[src/rtl/rf_writeback_sequencer.sv]
// rf_writeback_sequencer
// Buffers tagged execution results, issues one register-file write per cycle,
// tracks which write names hold data, and frees names strictly in allocation
// order once each is both written and retired.
module rf_writeback_sequencer #(
    parameter int name_width = 1,
    parameter int data_width = 1,
    parameter int fifo_depth = 2
) (
    input  logic                  CLK,
    input  logic                  RST,
    input  logic                  IN_VALID,
    input  logic [name_width-1:0] IN_NAME,
    input  logic [data_width-1:0] IN_DATA,
    output logic                  IN_READY,
    output logic                  WE,
    output logic [name_width-1:0] NAME_W,
    output logic [data_width-1:0] D_W,
    input  logic                  RETIRE_E,
    output logic                  RETIRE_READY,
    output logic                  WFE,
    output logic [name_width-1:0] W_F,
    input  logic                  F_READY,
    output logic                  DUP_ERR
);

    localparam int num_names    = 2 ** name_width;
    localparam int ptr_width    = (fifo_depth > 1) ? $clog2(fifo_depth) : 1;
    localparam int cnt_width    = $clog2(fifo_depth) + 1;
    localparam int credit_width = name_width + 1;

    // Result FIFO storage and bookkeeping
    logic [name_width-1:0]   name_mem [fifo_depth];
    logic [data_width-1:0]   data_mem [fifo_depth];
    logic [ptr_width-1:0]    rd_ptr_reg;
    logic [ptr_width-1:0]    wr_ptr_reg;
    logic [cnt_width-1:0]    count_reg;
    logic [cnt_width-1:0]    count_next;

    // Name tracking and free sequencing
    logic [num_names-1:0]    written_reg;
    logic [credit_width-1:0] credits_reg;
    logic [credit_width-1:0] credits_next;
    logic [name_width-1:0]   fp_reg;
    logic                    dup_err_reg;

    logic push;
    logic pop;
    logic retire_accept;
    logic free_fire;
    logic dup_hit;

    // Handshake and output decode; everything but FIFO data comes from registered state
    always_comb begin
        IN_READY      = (count_reg < cnt_width'(fifo_depth));
        WE            = (count_reg != '0);
        NAME_W        = WE ? name_mem[rd_ptr_reg] : '0;
        D_W           = WE ? data_mem[rd_ptr_reg] : '0;
        RETIRE_READY  = (credits_reg < credit_width'(num_names));
        WFE           = written_reg[fp_reg] && (credits_reg != '0);
        W_F           = fp_reg;
        DUP_ERR       = dup_err_reg;
        push          = IN_VALID && IN_READY;
        pop           = WE;
        retire_accept = RETIRE_E && RETIRE_READY;
        free_fire     = WFE && F_READY;
        dup_hit       = WE && written_reg[NAME_W];
    end

    // FIFO occupancy: a simultaneous push and pop leaves it unchanged
    always_comb begin
        count_next = count_reg;
        case ({push, pop})
            2'b10:   count_next = count_reg + cnt_width'(1);
            2'b01:   count_next = count_reg - cnt_width'(1);
            default: count_next = count_reg;
        endcase
    end

    // Retire credits: a fire and an accepted retire in the same cycle cancel
    always_comb begin
        credits_next = credits_reg;
        case ({retire_accept, free_fire})
            2'b10:   credits_next = credits_reg + credit_width'(1);
            2'b01:   credits_next = credits_reg - credit_width'(1);
            default: credits_next = credits_reg;
        endcase
    end

    // FIFO payload array; contents need no reset because outputs are masked when empty
    always_ff @(posedge CLK) begin
        if (push) begin
            name_mem[wr_ptr_reg] <= IN_NAME;
            data_mem[wr_ptr_reg] <= IN_DATA;
        end
    end

    // FIFO pointers and count; power-of-two depth lets pointers wrap naturally
    always_ff @(posedge CLK or negedge RST) begin
        if (!RST) begin
            rd_ptr_reg <= '0;
            wr_ptr_reg <= '0;
            count_reg  <= '0;
        end else begin
            if (push) wr_ptr_reg <= wr_ptr_reg + ptr_width'(1);
            if (pop)  rd_ptr_reg <= rd_ptr_reg + ptr_width'(1);
            count_reg <= count_next;
        end
    end

    // Per-name written flags; a new write wins over a free of the same name
    generate
        for (genvar gi = 0; gi < num_names; gi++) begin : g_written
            always_ff @(posedge CLK or negedge RST) begin
                if (!RST) begin
                    written_reg[gi] <= 1'b0;
                end else if (WE && (NAME_W == name_width'(gi))) begin
                    written_reg[gi] <= 1'b1;
                end else if (free_fire && (fp_reg == name_width'(gi))) begin
                    written_reg[gi] <= 1'b0;
                end
            end
        end
    endgenerate

    // Credits, in-order free pointer and the sticky duplicate-write flag
    always_ff @(posedge CLK or negedge RST) begin
        if (!RST) begin
            credits_reg <= '0;
            fp_reg      <= '0;
            dup_err_reg <= 1'b0;
        end else begin
            credits_reg <= credits_next;
            if (free_fire) fp_reg <= fp_reg + name_width'(1);
            if (dup_hit)   dup_err_reg <= 1'b1;
        end
    end

endmodule

[config.mk]
export PLATFORM = sky130hd
export DESIGN_NAME = rf_writeback_sequencer
export DESIGN_NICKNAME = d
export VERILOG_FILES = /design/src/rtl/rf_writeback_sequencer.sv
export SDC_FILE = /design/constraint.sdc
export NUM_CORES = 1
export LEC_CHECK = 0
export BUFFER_PORTS_ARGS = -buffer_cell sky130_fd_sc_hd__buf_2
export CAP_MARGIN = 40
export CORE_AREA = 2 2 39 41
export CTS_CLUSTER_DIAMETER = 120
export DETAILED_ROUTE_END_ITERATION = 8
export DIE_AREA = 0 0 41 43
export GPL_TIMING_DRIVEN = 0
export PLACE_DENSITY = 0.71
export SLEW_MARGIN = 20
export SYNTH_ARGS = -nofsm -noshare
export SYNTH_HDL_FRONTEND = slang
export SYNTH_SLANG_ARGS = --single-unit
[constraint.sdc]
create_clock -name CLK -period 1.7 [get_ports CLK]
set_input_delay 0.17 -clock CLK [delete_from_list [all_inputs] [get_ports CLK]]
set_output_delay 0.17 -clock CLK [all_outputs]
set_load 0.005 [all_outputs]
==> impl_metrics.json, run 1 <==
{
  "start_kind": "flip-flop",
  "dp_cells": 81,
  "cts_root_buf": "clkbuf_4",
  "gp_congestion": 0.705,
  "final_hold_viol_count": 0,
  "grt_pass1_wl_um": 1770,
  "cts_htree_levels": 1,
  "ys_top_cells_by_area": "dfrtp_1, edfxtp_1, xnor2_1, mux2i_1, nor2_1",
  "grt_overflow": 0,
  "die_y_um": 43,
  "pre_cts_ws_ns": 0.126,
  "critPathLaunch": "W_F$_DFFE_PN0P_",
  "hpwl_um": 815,
  "power_mw": 1.46,
  "cts_tree": "built",
  "crit_fanout": 6,
  "required_ns": 1.91,
  "fin_util_pct": 54.4,
  "worst_pin_slew_ns": 0.229,
  "fmax_mhz": 624,
  "final.min_clock_period_ns": 1.60,
  "dieArea_mm2": 0.00176,
  "rsz0062_at_grt": "no",
  "rr_endpoint": "credits_reg[1]$_DFFE_PN0P_",
  "crit_path_top_delay_cell": "dfrtp_1",
  "synth.distinct_cells": 19,
  "antennaDiodeCount": 0,
  "rows": 14,
  "pwr-share-seq_pct": 41.7,
  "cp_num_buf_inv": 0,
  "ant_nets": 0,
  "dr.pass1.iters": 4,
  "p_sw_mw": 0.535,
  "comb_power_share_pct": 44.5,
  "synthesis.area_um2": 627,
  "grt_usage_pct": 16.2,
  "clock-sinks": 14,
  "synth_seq_cells": 14,
  "viasPerCell": 5.03,
  "antenna_found_initial": 0,
  "grt_max_degree": 11,
  "finalSetupViolCount": 0,
  "power.share.clock_pct": 13.8,
  "syn-num-nets": 60,
  "routed_wl_um": 1100,
  "drive_above_1_share_pct": 28.6,
  "final_nets": 80,
  "cts_buffers": 3,
  "io_pins": 15,
  "arrival_ns": 1.81,
  "whs_ns": 0.0837,
  "synth_warnings": 0,
  "ctsLongestPathBuffers": 2,
  "power.density_mw_per_mm2": 1930,
  "tns_ns": 0,
  "hold_class": "in -> reg",
  "status": "completed",
  "synth.top_cell.area_share_pct": 39.9,
  "slew_headroom_pct": 84.4,
  "crit_chain": "mux2i_1 -> nor2_1 -> and2_1 -> ha_1 -> nor2_1 -> xnor2_1",
  "p_int_mw": 0.921,
  "clkTransAtPathRegs_ns": 0.09,
  "final_cells": 86,
  "critPathCapture": "credits_reg[1]$_DFFE_PN0P_",
  "fin_ws_ns": 0.0979,
  "post-cts-setup-buffers": 0,
  "critPathTopFamily": "flip-flops",
  "final_cell_mix": "buf_2, dfrtp_1, xnor2_1",
  "peakVddDrop_mv": 0.833,
  "syn_inst": 51,
  "mostFrequentLayoutCell": "buf_2",
  "drv_slew": 0,
  "p_sw_share_pct": 36.7,
  "path_common_cell": "nor2_1",
  "die_w_um": 41,
  "avgSynthCellArea_um2": 12.3,
  "crit_type": "reg -> reg",
  "cellLeakagePower_nw": 0.339,
  "cap_violations": 0,
  "placedInstanceArea_um2": 717,
  "route.detailed.drc": 0,
  "fin_crit_sh_pct": 94.2,
  "initial_utilization_pct": 45.3,
  "drt_iter0_drc": 3,
  "routedWlPerCell_um": 12.7,
  "reg2reg_setup_slack_ns": 0.1,
  "yosys.area.top_type": "dfrtp_1",
  "clock_latency_ns": 0.29,
  "critPathMaxStageDelay_ns": 0.44,
  "grt_pass1_vias": 445,
  "ys_seq_area_share_pct": 59.1,
  "reg2reg_from": "W_F$_DFFE_PN0P_",
  "reg2regPathDepth": 6,
  "design_area_um2": 753,
  "num_vias": 433,
  "io_buffers": 14,
  "clock_skew_ns": 0.00621,
  "core_mm2": 0.00138,
  "syn_to_final_growth_pct": 20.2,
  "worst_setup_path_end_kind": "flip-flop",
  "cp.depth": 6
}
cells by family (layout without fill, tap and decap cells):
kind of cell,count (synthesis),count (layout),synth area share (%)
flops,14,14,59.1
simple gates,14,14,9.98
xor+xnor,8,8,11.2
compound gates,6,6,6.99
mux,4,4,6.99
buf+inv,3,22,1.80
fa+ha+maj,2,2,3.99
cells in the mapped netlist:
cell and count:
nor2_1 7, inv_1 3, a21oi_1 1, ha_1 2, nor2_2 1, mux2i_2 1
o21a_1 1, nand2b_1 1, xnor2_1 8, nand2_1 3, a31oi_1 1, and2_1 1
mux2i_1 3, dfrtp_1 10, o21bai_1 1, a22o_2 1, a21o_1 1, and3_1 1
edfxtp_1 4
area by class of cell:
| type | count | area, um2 |
|---|---|---|
| fillers | 126 | 631 |
| flip-flops and latches | 14 | 370 |
| multi-input cells | 34 | 245 |
| repair buffers | 15 | 80.1 |
| clock buffers | 4 | 26.3 |
| well taps | 16 | 20.0 |
| inverters | 3 | 11.3 |
worst min-delay path by stage:
stage	from	end	slack (ns)	cells past startpoint
5_1_grt	IN_DATA	data_mem[1]$_DFFE_PP_	0.07	1
2_1_floorplan	RST	DUP_ERR$_DFFE_PN0P_	-0.13	0
6_report	IN_DATA	data_mem[1]$_DFFE_PP_	0.08	1
4_1_cts	IN_DATA	data_mem[0]$_DFFE_PP_	0.07	1
3_5_place_dp	RST	rd_ptr_reg$_DFFE_PN0N_	0.04	1
3_3_place_gp	RST	rd_ptr_reg$_DFFE_PN0N_	0.04	1
per-layer routing:
| layer | global-route usage, % | wire length [um] | share of wire [%] | up-vias |
|---|---|---|---|---|
| li1 | - | - | - | 207 |
| met3 | 3.14 | 56 | 5.1 | 7 |
| met2 | 25.3 | 537 | 49 | 19 |
| met4 | 14.0 | 59 | 5.4 | 0 |
| met5 | 0 | 0 | 0 | - |
| met1 | 17.2 | 443 | 40 | 200 |
power by group through the flow:
stage	clock network (mW)	registers (mW)	logic (mW)
5_1_grt	0.219	0.626	0.718
3_3_place_gp	0	0.608	0.619
2_1_floorplan	0	0.589	0.480
3_5_place_dp	0	0.614	0.653
4_1_cts	0.204	0.607	0.660
6_report	0.201	0.607	0.648
worst register-to-register path: stages (launching register included):
cell and delay [ns]:
dfrtp_1 0.44, mux2i_1 0.21, nor2_1 0.06, and2_1 0.16
ha_1 0.32, nor2_1 0.18, xnor2_1 0.15
what timing repair did:
| action | in CTS | in global routing |
|---|---|---|
| endpoints found under the setup margin | 0 | 0 |
| hold buffers | 1 | 0 |
| endpoints found under the hold margin | 10 | 0 |
| resized for setup | 0 | 0 |
(Power assumes the default switching activity.)
==> run 2, diff against run 1 <==
Settings changed: CTS_BUF_LIST from default to sky130_fd_sc_hd__clkbuf_16.
==> run 2 against run 1 <==
Net effect: global-route usage up 0.92 points; worst setup slack better by 0.019 ns; core utilization up 3.8 points; non-clock buffer count unchanged; clock skew down 0.0038 ns; final area up 7.0%; cell count unchanged; via count up 0.46%; sequential cell count unchanged; worst hold slack better by 0.041 ns; combinational power up 1%; die area unchanged.
==> impl_metrics.json, run 2 (synthesis gave the netlist of run 1 again) <==
{
  "status": "completed",
  "mostFrequentLayoutCell": "buf_2",
  "reg2regPathDepth": 6,
  "rsz0062_at_grt": "no",
  "final.min_clock_period_ns": 1.58,
  "fmax_mhz": 632,
  "rr_endpoint": "credits_reg[1]$_DFFE_PN0P_",
  "wl_met3_um": 48,
  "dieArea_mm2": 0.00176,
  "grt_max_degree": 11,
  "worst_setup_path_end_kind": "flip-flop",
  "hp-start": "IN_DATA",
  "final_nets": 80,
  "die_y_um": 43,
  "clock-sinks": 14,
  "ctsLongestPathBuffers": 2,
  "ant_nets": 0,
  "post_cts_resized": 0,
  "holdPathStages": 1,
  "critPathLaunch": "W_F$_DFFE_PN0P_",
  "fin_crit_sh_pct": 93.1,
  "arrival_ns": 1.74,
  "cts_htree_levels": 1,
  "routedWlPerCell_um": 13.3,
  "io_pins": 15,
  "finalSetupViolCount": 0,
  "grt_pass1_wl_um": 1850,
  "drt-met1-wl_um": 449,
  "crit_path_top_delay_cell": "dfrtp_1",
  "peakVddDrop_mv": 1.04,
  "maxUsedRoutingLayer": "met4",
  "io_buffers": 14,
  "cts_tree": "built",
  "crit_type": "reg -> reg",
  "syn_to_final_growth_pct": 28.5,
  "regArea_um2": 370,
  "clock_skew_ns": 0.00242,
  "clock_latency_ns": 0.24,
  "power_mw": 1.70,
  "path_common_cell": "nor2_1",
  "antenna_found_initial": 0,
  "final_hold_viol_count": 0,
  "nFillCells": 119,
  "route.detailed.drc": 0,
  "crit_chain": "mux2i_1 -> nor2_1 -> and2_1 -> ha_1 -> nor2_1 -> xnor2_1",
  "rows": 14,
  "drv_slew": 0,
  "hpwl_um": 815,
  "clkTransAtPathRegs_ns": 0.04,
  "wl_met2_um": 581,
  "routed_wl_um": 1140,
  "antennaDiodeCount": 0,
  "worst_pin_slew_ns": 0.260,
  "reg2reg_setup_slack_ns": 0.12,
  "cap_violations": 0,
  "dr.pass1.iters": 4,
  "cts_buffers": 3,
  "hold_end": "data_mem[0]$_DFFE_PP_",
  "drive_above_1_share_pct": 28.6,
  "core_mm2": 0.00138,
  "required_ns": 1.85,
  "hold_class": "in -> reg",
  "gp_congestion": 0.705,
  "cts_root_buf": "clkbuf_16",
  "viasPerCell": 5.06,
  "cellLeakagePower_nw": 0.366,
  "drt_iter0_drc": 6,
  "grt_overflow": 0,
  "num_vias": 435,
  "power.density_mw_per_mm2": 2120,
  "initial_utilization_pct": 45.3,
  "grt_pass1_vias": 436,
  "tns_ns": 0,
  "multi_input_area_um2": 245,
  "crit_fanout": 6,
  "slew_headroom_pct": 82.3,
  "critPathMaxStageDelay_ns": 0.42,
  "start_kind": "flip-flop",
  "grt_usage_pct": 17.1,
  "reg2reg_from": "W_F$_DFFE_PN0P_",
  "die_w_um": 41,
  "final_cell_mix": "buf_2, dfrtp_1, xnor2_1"
}
[run 2: worst max path at each step]
stage                                 end  slack (ns)  cells past startpoint
2_1_floorplan  credits_reg[1]$_DFFE_PN0P_        0.25                      6
3_3_place_gp   credits_reg[1]$_DFFE_PN0P_        0.22                      6
3_5_place_dp   credits_reg[1]$_DFFE_PN0P_        0.13                      6
4_1_cts        credits_reg[1]$_DFFE_PN0P_        0.11                      6
5_1_grt        credits_reg[1]$_DFFE_PN0P_        0.06                      7
6_report       credits_reg[1]$_DFFE_PN0P_        0.12                      6
[run 2: area by class of cell]
cell class                      count  share of cell area (%)
Clock inverter                      1                   0.466
Inverter                            3                    1.40
Clock buffer                        3                    9.32
Sequential cell                    14                    46.0
Timing Repair Buffer               15                    9.94
Multi-Input combinational cell     34                    30.4
Tap cell                           16                    2.48
[run 2: power breakdown]
part	switching, mW	internal (mW)	total, mW	leakage [nW]
Combinational	0.309	0.348	0.657	0.177
Clock	0.126	0.310	0.436	0.0423
Sequential	0.127	0.485	0.612	0.147
[run 2: routing by layer]
| layer | up-vias | GRT usage, % |
|---|---|---|
| li1 | 208 | - |
| met1 | 205 | 17.9 |
| met2 | 15 | 26.6 |
| met3 | 7 | 4.71 |
| met4 | 0 | 14.0 |
| met5 | - | 0 |
[run 2: worst max-delay path: cells and delay by family, from the launching register on]
kind	cells	cell delay (ns)
DFF	1	0.42
and+or+nand+nor	3	0.39
adders and majority gates	1	0.32
muxes	1	0.21
xor gates and xnor gates	1	0.15
[run 2: repair_timing]
item | CTS | global route
setup buffers | 0 | 0
hold buffers | 1 | 0
endpoints found under the hold margin | 10 | 0
[run 2: metrics by stage]
stage | cells | cell area (um2) | util [%] | hold slack [ns] | worst slack (ns)
CTS | 86 | 806 | 58.2 | 0.120 | 0.112
global route | 86 | 806 | 58.2 | 0.120 | 0.0610
detailed placement | 81 | 717 | 51.8 | 0.0388 | 0.126
finish | 86 | 806 | 58.2 | 0.125 | 0.117
global placement | 81 | 717 | 51.8 | 0.0356 | 0.221
floorplan | 51 | 627 | - | -0.126 | 0.253
